[src/rtl/preset_entry.sv]
// rtl/preset_entry.sv - debounced four-button editor for a 4-digit BCD countdown preset
// Optional hold-to-repeat on UP/DOWN while editing: define PRESET_AUTO_REPEAT_EN.
module preset_entry #(
   parameter int          DEBOUNCE_CYCLES = 1000000,
   parameter int          CNT_BITS        = 20,
   parameter logic [15:0] INIT            = 16'h0060,
   parameter int          REPEAT_DELAY    = 50000000,
   parameter int          REPEAT_PERIOD   = 10000000
) (
   input  logic        CLK,
   input  logic        CLR,
   input  logic        CE,
   input  logic        BTN_UP,
   input  logic        BTN_DOWN,
   input  logic        BTN_NEXT,
   input  logic        BTN_LOAD,
   input  logic        RUNNING,
   output logic [15:0] Q,
   output logic [3:0]  SEL,
   output logic        EDIT,
   output logic        LOAD
);

   localparam int B_UP   = 0;
   localparam int B_DOWN = 1;
   localparam int B_NEXT = 2;
   localparam int B_LOAD = 3;
   localparam logic [CNT_BITS-1:0] CNT_LAST = CNT_BITS'(DEBOUNCE_CYCLES - 1);

   if (DEBOUNCE_CYCLES < 2 || (64'(1) << CNT_BITS) <= 64'(DEBOUNCE_CYCLES) ||
       REPEAT_PERIOD < 1 || REPEAT_DELAY < REPEAT_PERIOD) begin : g_bad_params
      $error("preset_entry: invalid parameter set");
   end

   typedef enum logic {IDLE, EDITING} state_t;
   state_t state;

   logic [3:0]          raw;
   logic [3:0]          sync1;
   logic [3:0]          sync2;
   logic [3:0]          acc;
   logic [3:0]          acc_q;
   logic [3:0]          evt;
   logic [CNT_BITS-1:0] cnt [4];

   assign raw = {BTN_LOAD, BTN_NEXT, BTN_DOWN, BTN_UP};

   // Accepted level flips only after DEBOUNCE_CYCLES consecutive disagreeing samples.
   always_ff @(posedge CLK) begin
      if (!CLR) begin
         sync1 <= '0;
         sync2 <= '0;
         acc   <= '0;
         acc_q <= '0;
         evt   <= '0;
         for (int i = 0; i < 4; i++) cnt[i] <= '0;
      end else if (CE) begin
         sync1 <= raw;
         sync2 <= sync1;
         acc_q <= acc;
         evt   <= acc & ~acc_q;
         for (int i = 0; i < 4; i++) begin
            if (sync2[i] == acc[i]) begin
               cnt[i] <= '0;
            end else if (cnt[i] == CNT_LAST) begin
               acc[i] <= ~acc[i];
               cnt[i] <= '0;
            end else begin
               cnt[i] <= cnt[i] + CNT_BITS'(1);
            end
         end
      end
   end

   logic rpt_up;
   logic rpt_down;

`ifdef PRESET_AUTO_REPEAT_EN
   logic [31:0] rpt_cnt;

   // After the first repeat the counter restarts PERIOD short of the firing point.
   always_ff @(posedge CLK) begin
      if (!CLR) begin
         rpt_cnt  <= '0;
         rpt_up   <= 1'b0;
         rpt_down <= 1'b0;
      end else if (CE) begin
         rpt_up   <= 1'b0;
         rpt_down <= 1'b0;
         if (state != EDITING || RUNNING || evt != 4'b0000 || !(acc[B_UP] || acc[B_DOWN])) begin
            rpt_cnt <= '0;
         end else if (rpt_cnt == 32'(REPEAT_DELAY - 1)) begin
            rpt_cnt  <= 32'(REPEAT_DELAY - REPEAT_PERIOD);
            rpt_up   <= acc[B_UP];
            rpt_down <= ~acc[B_UP];
         end else begin
            rpt_cnt <= rpt_cnt + 32'd1;
         end
      end
   end
`else
   assign rpt_up   = 1'b0;
   assign rpt_down = 1'b0;
`endif

   logic do_up;
   logic do_down;

   assign do_up   = evt[B_UP] | rpt_up;
   assign do_down = evt[B_DOWN] | rpt_down;

   function automatic logic [3:0] bcd_inc(input logic [3:0] d);
      return (d >= 4'd9) ? 4'd0 : d + 4'd1;
   endfunction

   function automatic logic [3:0] bcd_dec(input logic [3:0] d);
      return (d == 4'd0 || d > 4'd9) ? 4'd9 : d - 4'd1;
   endfunction

   always_ff @(posedge CLK) begin
      if (!CLR) begin
         state <= IDLE;
         Q     <= INIT;
         SEL   <= 4'b0000;
         EDIT  <= 1'b0;
         LOAD  <= 1'b0;
      end else if (CE) begin
         LOAD <= 1'b0;
         if (RUNNING) begin
            state <= IDLE;
            SEL   <= 4'b0000;
            EDIT  <= 1'b0;
         end else if (state == IDLE) begin
            if (evt[B_LOAD]) begin
               LOAD <= 1'b1;
            end else if (evt[B_NEXT]) begin
               state <= EDITING;
               SEL   <= 4'b0001;
               EDIT  <= 1'b1;
            end
         end else begin
            if (evt[B_LOAD]) begin
               LOAD  <= 1'b1;
               state <= IDLE;
               SEL   <= 4'b0000;
               EDIT  <= 1'b0;
            end else if (evt[B_NEXT]) begin
               SEL <= {SEL[2:0], SEL[3]};
            end else if (do_up || do_down) begin
               for (int i = 0; i < 4; i++) begin
                  if (SEL[i]) Q[4*i +: 4] <= do_up ? bcd_inc(Q[4*i +: 4]) : bcd_dec(Q[4*i +: 4]);
               end
            end
         end
      end
   end

endmodule

[config.mk]
export PLATFORM = sky130hd
export DESIGN_NAME = preset_entry
export DESIGN_NICKNAME = d
export VERILOG_FILES = /design/src/rtl/preset_entry.sv
export SDC_FILE = /design/constraint.sdc
export NUM_CORES = 1
export LEC_CHECK = 0
export CORE_ASPECT_RATIO = 0.75
export CORE_MARGIN = 2
export CORE_UTILIZATION = 25
export CTS_BUF_LIST = sky130_fd_sc_hd__clkbuf_2 sky130_fd_sc_hd__clkbuf_4 sky130_fd_sc_hd__clkbuf_8
export CTS_CLUSTER_SIZE = 14
export DETAILED_ROUTE_END_ITERATION = 8
export SYNTH_ARGS = -nofsm -noshare
export SYNTH_HDL_FRONTEND = slang
export SYNTH_SLANG_ARGS = --single-unit
[constraint.sdc]
create_clock -name CLK -period 3 [get_ports CLK]
set_input_delay 0.45 -clock CLK [delete_from_list [all_inputs] [get_ports CLK]]
set_output_delay 0.45 -clock CLK [all_outputs]
set_load 0.01 [all_outputs]
-- Word level (Yosys, flattened, before mapping)
Memory sizes are Yosys's and may differ from the RTL's.
Index checks and enable logic that the tools add are counted.
- add/sub/neg operators: 12
- $lt $le $gt $ge: 8
- equality and inequality tests: 10
- muxes and demuxes: 99
- bitwise operators: 25
- reductions and logical operators: 21
- operator list (operator ; number):
    $mux 20 ; 12
    $add 20x1->20 const B ; 4
    $eq 20x20->1 const B ; 4
    $mux 4 ; 18
    $mux 1 ; 69
    $reduce_and 7->1 ; 4
    $add 4x1->4 const B ; 4
    $ge 4x4->1 const B ; 4
    $gt 4x4->1 const B ; 4
    $logic_not 4->1 ; 4
    $sub 4x1->4 const B ; 4
    $or 1x1->1 ; 12
    $reduce_and 3->1 ; 4
    $not 1->1 ; 11
    $reduce_and 4->1 ; 2
    $reduce_bool 3->1 ; 2
    $logic_or 1x1->1 ; 5
    $and 4x4->4 ; 1
    $eq 1x1->1 ; 4
    $not 4->4 ; 1
    $ne 3x2->1 const B ; 1
    $ne 3x3->1 const B ; 1
- bits in registers: 43
- bits in writable memories: 80
- memories kept: 1
- memories (name ; words ; width ; rd ports ; clocked after memory_dff ; wr ports ; line ; source):
    cnt ; 4 ; 20 ; 4 ; 0 ; 4 ; 44 ; logic [CNT_BITS-1:0] cnt [4];

-- Depth between registers and ports, before layout
An unclocked memory read counts as a cell.
- depth after elaboration: 9
- mapped depth: 7
- depth with buffers taken out: 7

-- Least setup slack after synthesis
No wires, ideal clock.
- kind: input-to-reg
- start: in CE
- end: mem cnt[0][0] (enable)
- arrival time: 2540 ps
- required time: 2559 ps
- path slack: 19 ps
- stages: 3
- buffers on the path: 1
- cells stage by stage: buf_2 clkinv_1 nand2_1
- RTL lines (item ; line ; source):
    start, declared ; 12 ; input logic CE,
    end, declared ; 44 ;

==> metrics.yaml <==
clock_network:
  cts_setup_buffers: 0
  cts_resized: 0
  clock_latency_ns: 0.43
  cts_buffer_depth: 2
  clkTransAtPathRegs_ns: 0.07
  cts_hold_buf: 0
  cts-root-buf: "clkbuf_8"
  cts_num_sinks: 123
  htreeDepth: 4
  cts_tree: "done"
  cts_buffers: 17
run:
  maxCapViolations: 0
logic_synthesis:
  syn_nets: 719
  syn_area_per_cell_um2: 9.829
  yosys.area_share.simple_pct: 23.56
  synthArstFlopShare_pct: 0
  ys_seq_area_share_pct: 48.05
  ys_warn_count: 0
  synth_flop_cell: "edfxtp_1"
  synth_fa_ha_area_share_pct: 3.685
  syn-cell-area_mm2: 0.006792
  yosysUniqueCellTypes: 62
  synth_compound_area_share_pct: 9.414
  synth-seq-cells: 123
  synth.mux.area_fraction_pct: 2.524
  synth_top_family_by_area: "simple AND/OR/NAND/NOR gates"
  syn_inst: 691
  synth-edff-count: 80
  synth_xor_area_share_pct: 9.543
setup_path:
  endpoint_kind: "register"
  path_cells: "or4b_1 > nor4_2 > a21o_1 > nor2_1"
  worstPathMaxFanout: 18
  arrival_ns: 2.48
  r2r_slack_ns: 0.68
  critPathMaxStageDelay_ns: 0.57
  startpoint_type: "register"
  slowest_stage: "or4b_1"
  criticalPathCategory: "reg2reg"
  worstPathRequired_ns: 3.16
timing:
  min_period_ns: 2.322
  timing.final.hold_violations: 0
  fmax_mhz: 430.6
  slew_violations: 0
  fin_crit_sh_pct: 77.41
  finalSetupTns_ns: 0
  fin_skew_ns: 0.01201
  rsz0062_at_grt: "false"
  slew_headroom_pct: 49.90
  setup_viol: 0
  worst_pin_slew_ns: 0.7457
route:
  met2_length_um: 5850
  vias_per_cell: 4.619
  met3_length_um: 479
  ant_nets: 0
  drc: 1
  via_count: 5030
  drt-met1-wl_um: 7413
  drtIter0Drc: 273
  route.detailed.wl_per_inst_um: 12.73
  drt-total-wl_um: 13860
  first_pass_iters: 7
  routed.top_layer: "met4"
final_layout:
  fin_cells: 1089
  nNetsFinal: 753
  fin_util_pct: 29.46
  drive_gt1_share_pct: 7.453
  diodes: 0
  area_growth_syn_to_layout_pct: 16.54
grt:
  grt_max_degree: 44
  grt_pass1_vias: 4547
  grt_pass1_wl_um: 23160
  groute.usage.overall_pct: 9.946
  gr-total-overflow: 0
  antenna_found_initial: 0
floorplan:
  num_rows: 52
  io_pins: 30
  start_util_pct: 25.27
  core_mm2: 0.02687
  die_w_um: 194.3
  die_h_um: 146.7
  die_area_mm2: 0.02851
place:
  gp_congestion: 0.7845
  place.port_buffers: 29
  dp.cells: 1057
  dp_hpwl_um: 9490
status:
  failed_checks: "design-rule violations"
  status: "complete, but fails checks"
hold_path:
  min_path_type: "reg2reg"
power:
  power.density_mw_per_mm2: 461.4
  leakage_nw: 2.639
  ir_drop_mv: 0.2360
  fin_total_pwr_w: 0.003652
-- cells by family (layout without fill, tap and decap cells) --
group	after synthesis	in the layout
AO/OA/AOI/OAI	95	95
XOR/XNOR	74	74
adder cells (fa/ha/maj)	20	20
buffers and inverters	45	92
flip-flops	123	123
multiplexers	17	17
AND/OR/NAND/NOR	317	317
-- critical path, delay by kind of cell (launching register included) --
kind	cells	cell delay, ns
AND/OR/NAND/NOR	3	1.04
AO/OA/AOI/OAI	1	0.56
flip-flops	1	0.45
-- final cells by class --
type | count | area, um2
clock inverters | 15 | 200.2
multi-input cells | 523 | 3322
well taps | 351 | 439.2
fillers | 2826 | 18960
inverters | 21 | 78.83
repair buffers | 39 | 377.9
flip-flops and latches | 123 | 3263
clock buffers | 17 | 234.0
-- cell usage in the layout (no fill, tap or decap), types with 10 or more instances in the layout --
master           count
mux2i_1             16
nor3_1              21
clkbuf_8            17
inv_1               18
nand4_1             17
ha_1                20
xnor2_1             22
clkdlybuf4s50_1     29
nand3_1             40
dfxtp_1             43
a21oi_1             29
nor2_1             115
o21ai_0             16
xor2_1              52
nand2_1             51
edfxtp_1            80
nor3b_1             10
-- sequential cells by signal (all words and copies together) (netlist names) --
register	count
state	1
cnt	80
sync1	4
sync2	4
SEL	4
Q	16
acc_q	4
EDIT	1
evt	4
acc	4
LOAD	1
-- where the power goes --
part / switching, W / leakage [nW] / total, W / internal, W
combinational: 0.0000796 / 1.19 / 0.000136 / 0.0000565
clock: 0.000703 / 0.208 / 0.00161 / 0.000904
sequential: 0.0000564 / 1.24 / 0.00191 / 0.00185
total: 0.000839 / 2.64 / 0.00365 / 0.00281
-- synth_stat cells, types with 5 or more instances --
cell,number,area (um2)
nand4_1,17,106.4
a21oi_1,29,145.1
o21ai_0,16,80.08
ha_1,20,250.2
and3_1,6,37.54
xor2_1,52,455.4
nand2_1,52,195.2
nand3b_1,7,52.55
nor2_1,115,431.7
buf_2,6,30.03
nand2b_1,8,50.05
mux2i_1,16,160.2
o21bai_1,6,45.04
nand3_1,40,200.2
inv_1,18,67.56
edfxtp_1,80,2402
o211ai_1,5,37.54
nor3b_1,10,75.07
o2111ai_1,5,43.79
nor3_1,21,105.1
and4_1,9,78.83
a31oi_1,8,50.05
xnor2_1,22,192.7
or3_1,7,43.79
clkbuf_1,10,37.54
dfxtp_1,43,860.8
-- per-stage QoR --
stage | instance area (um2) | hold slack (ns) | setup slack, ns
final | 7915 | 0.4793 | 0.6777
after global placement | 7481 | 0.4529 | 0.6096
after floorplan | 6792 | 0.4509 | 0.01933
after detailed placement | 7481 | 0.4635 | 0.5476
after CTS | 7915 | 0.4744 | 0.6501
after global routing | 7915 | 0.4898 | 0.5265
-- per-layer routing --
layer / global-route usage [%] / up-vias
met3: 2.204 / 12
met2: 14.21 / 71
met4: 3.000 / 0
met1: 14.85 / 2376
li1: - / 2571
met5: 0 / -
-- worst paths after layout --
path / from / end / cells after the start
min: LOAD / LOAD / 2
max: cnt[0][7] / cnt[0][7] / 4
max reg2reg: cnt[0][7] / cnt[0][7] / 4
min reg2reg: LOAD / LOAD / 2
Note: power is estimated with default switching activity, not from simulation.
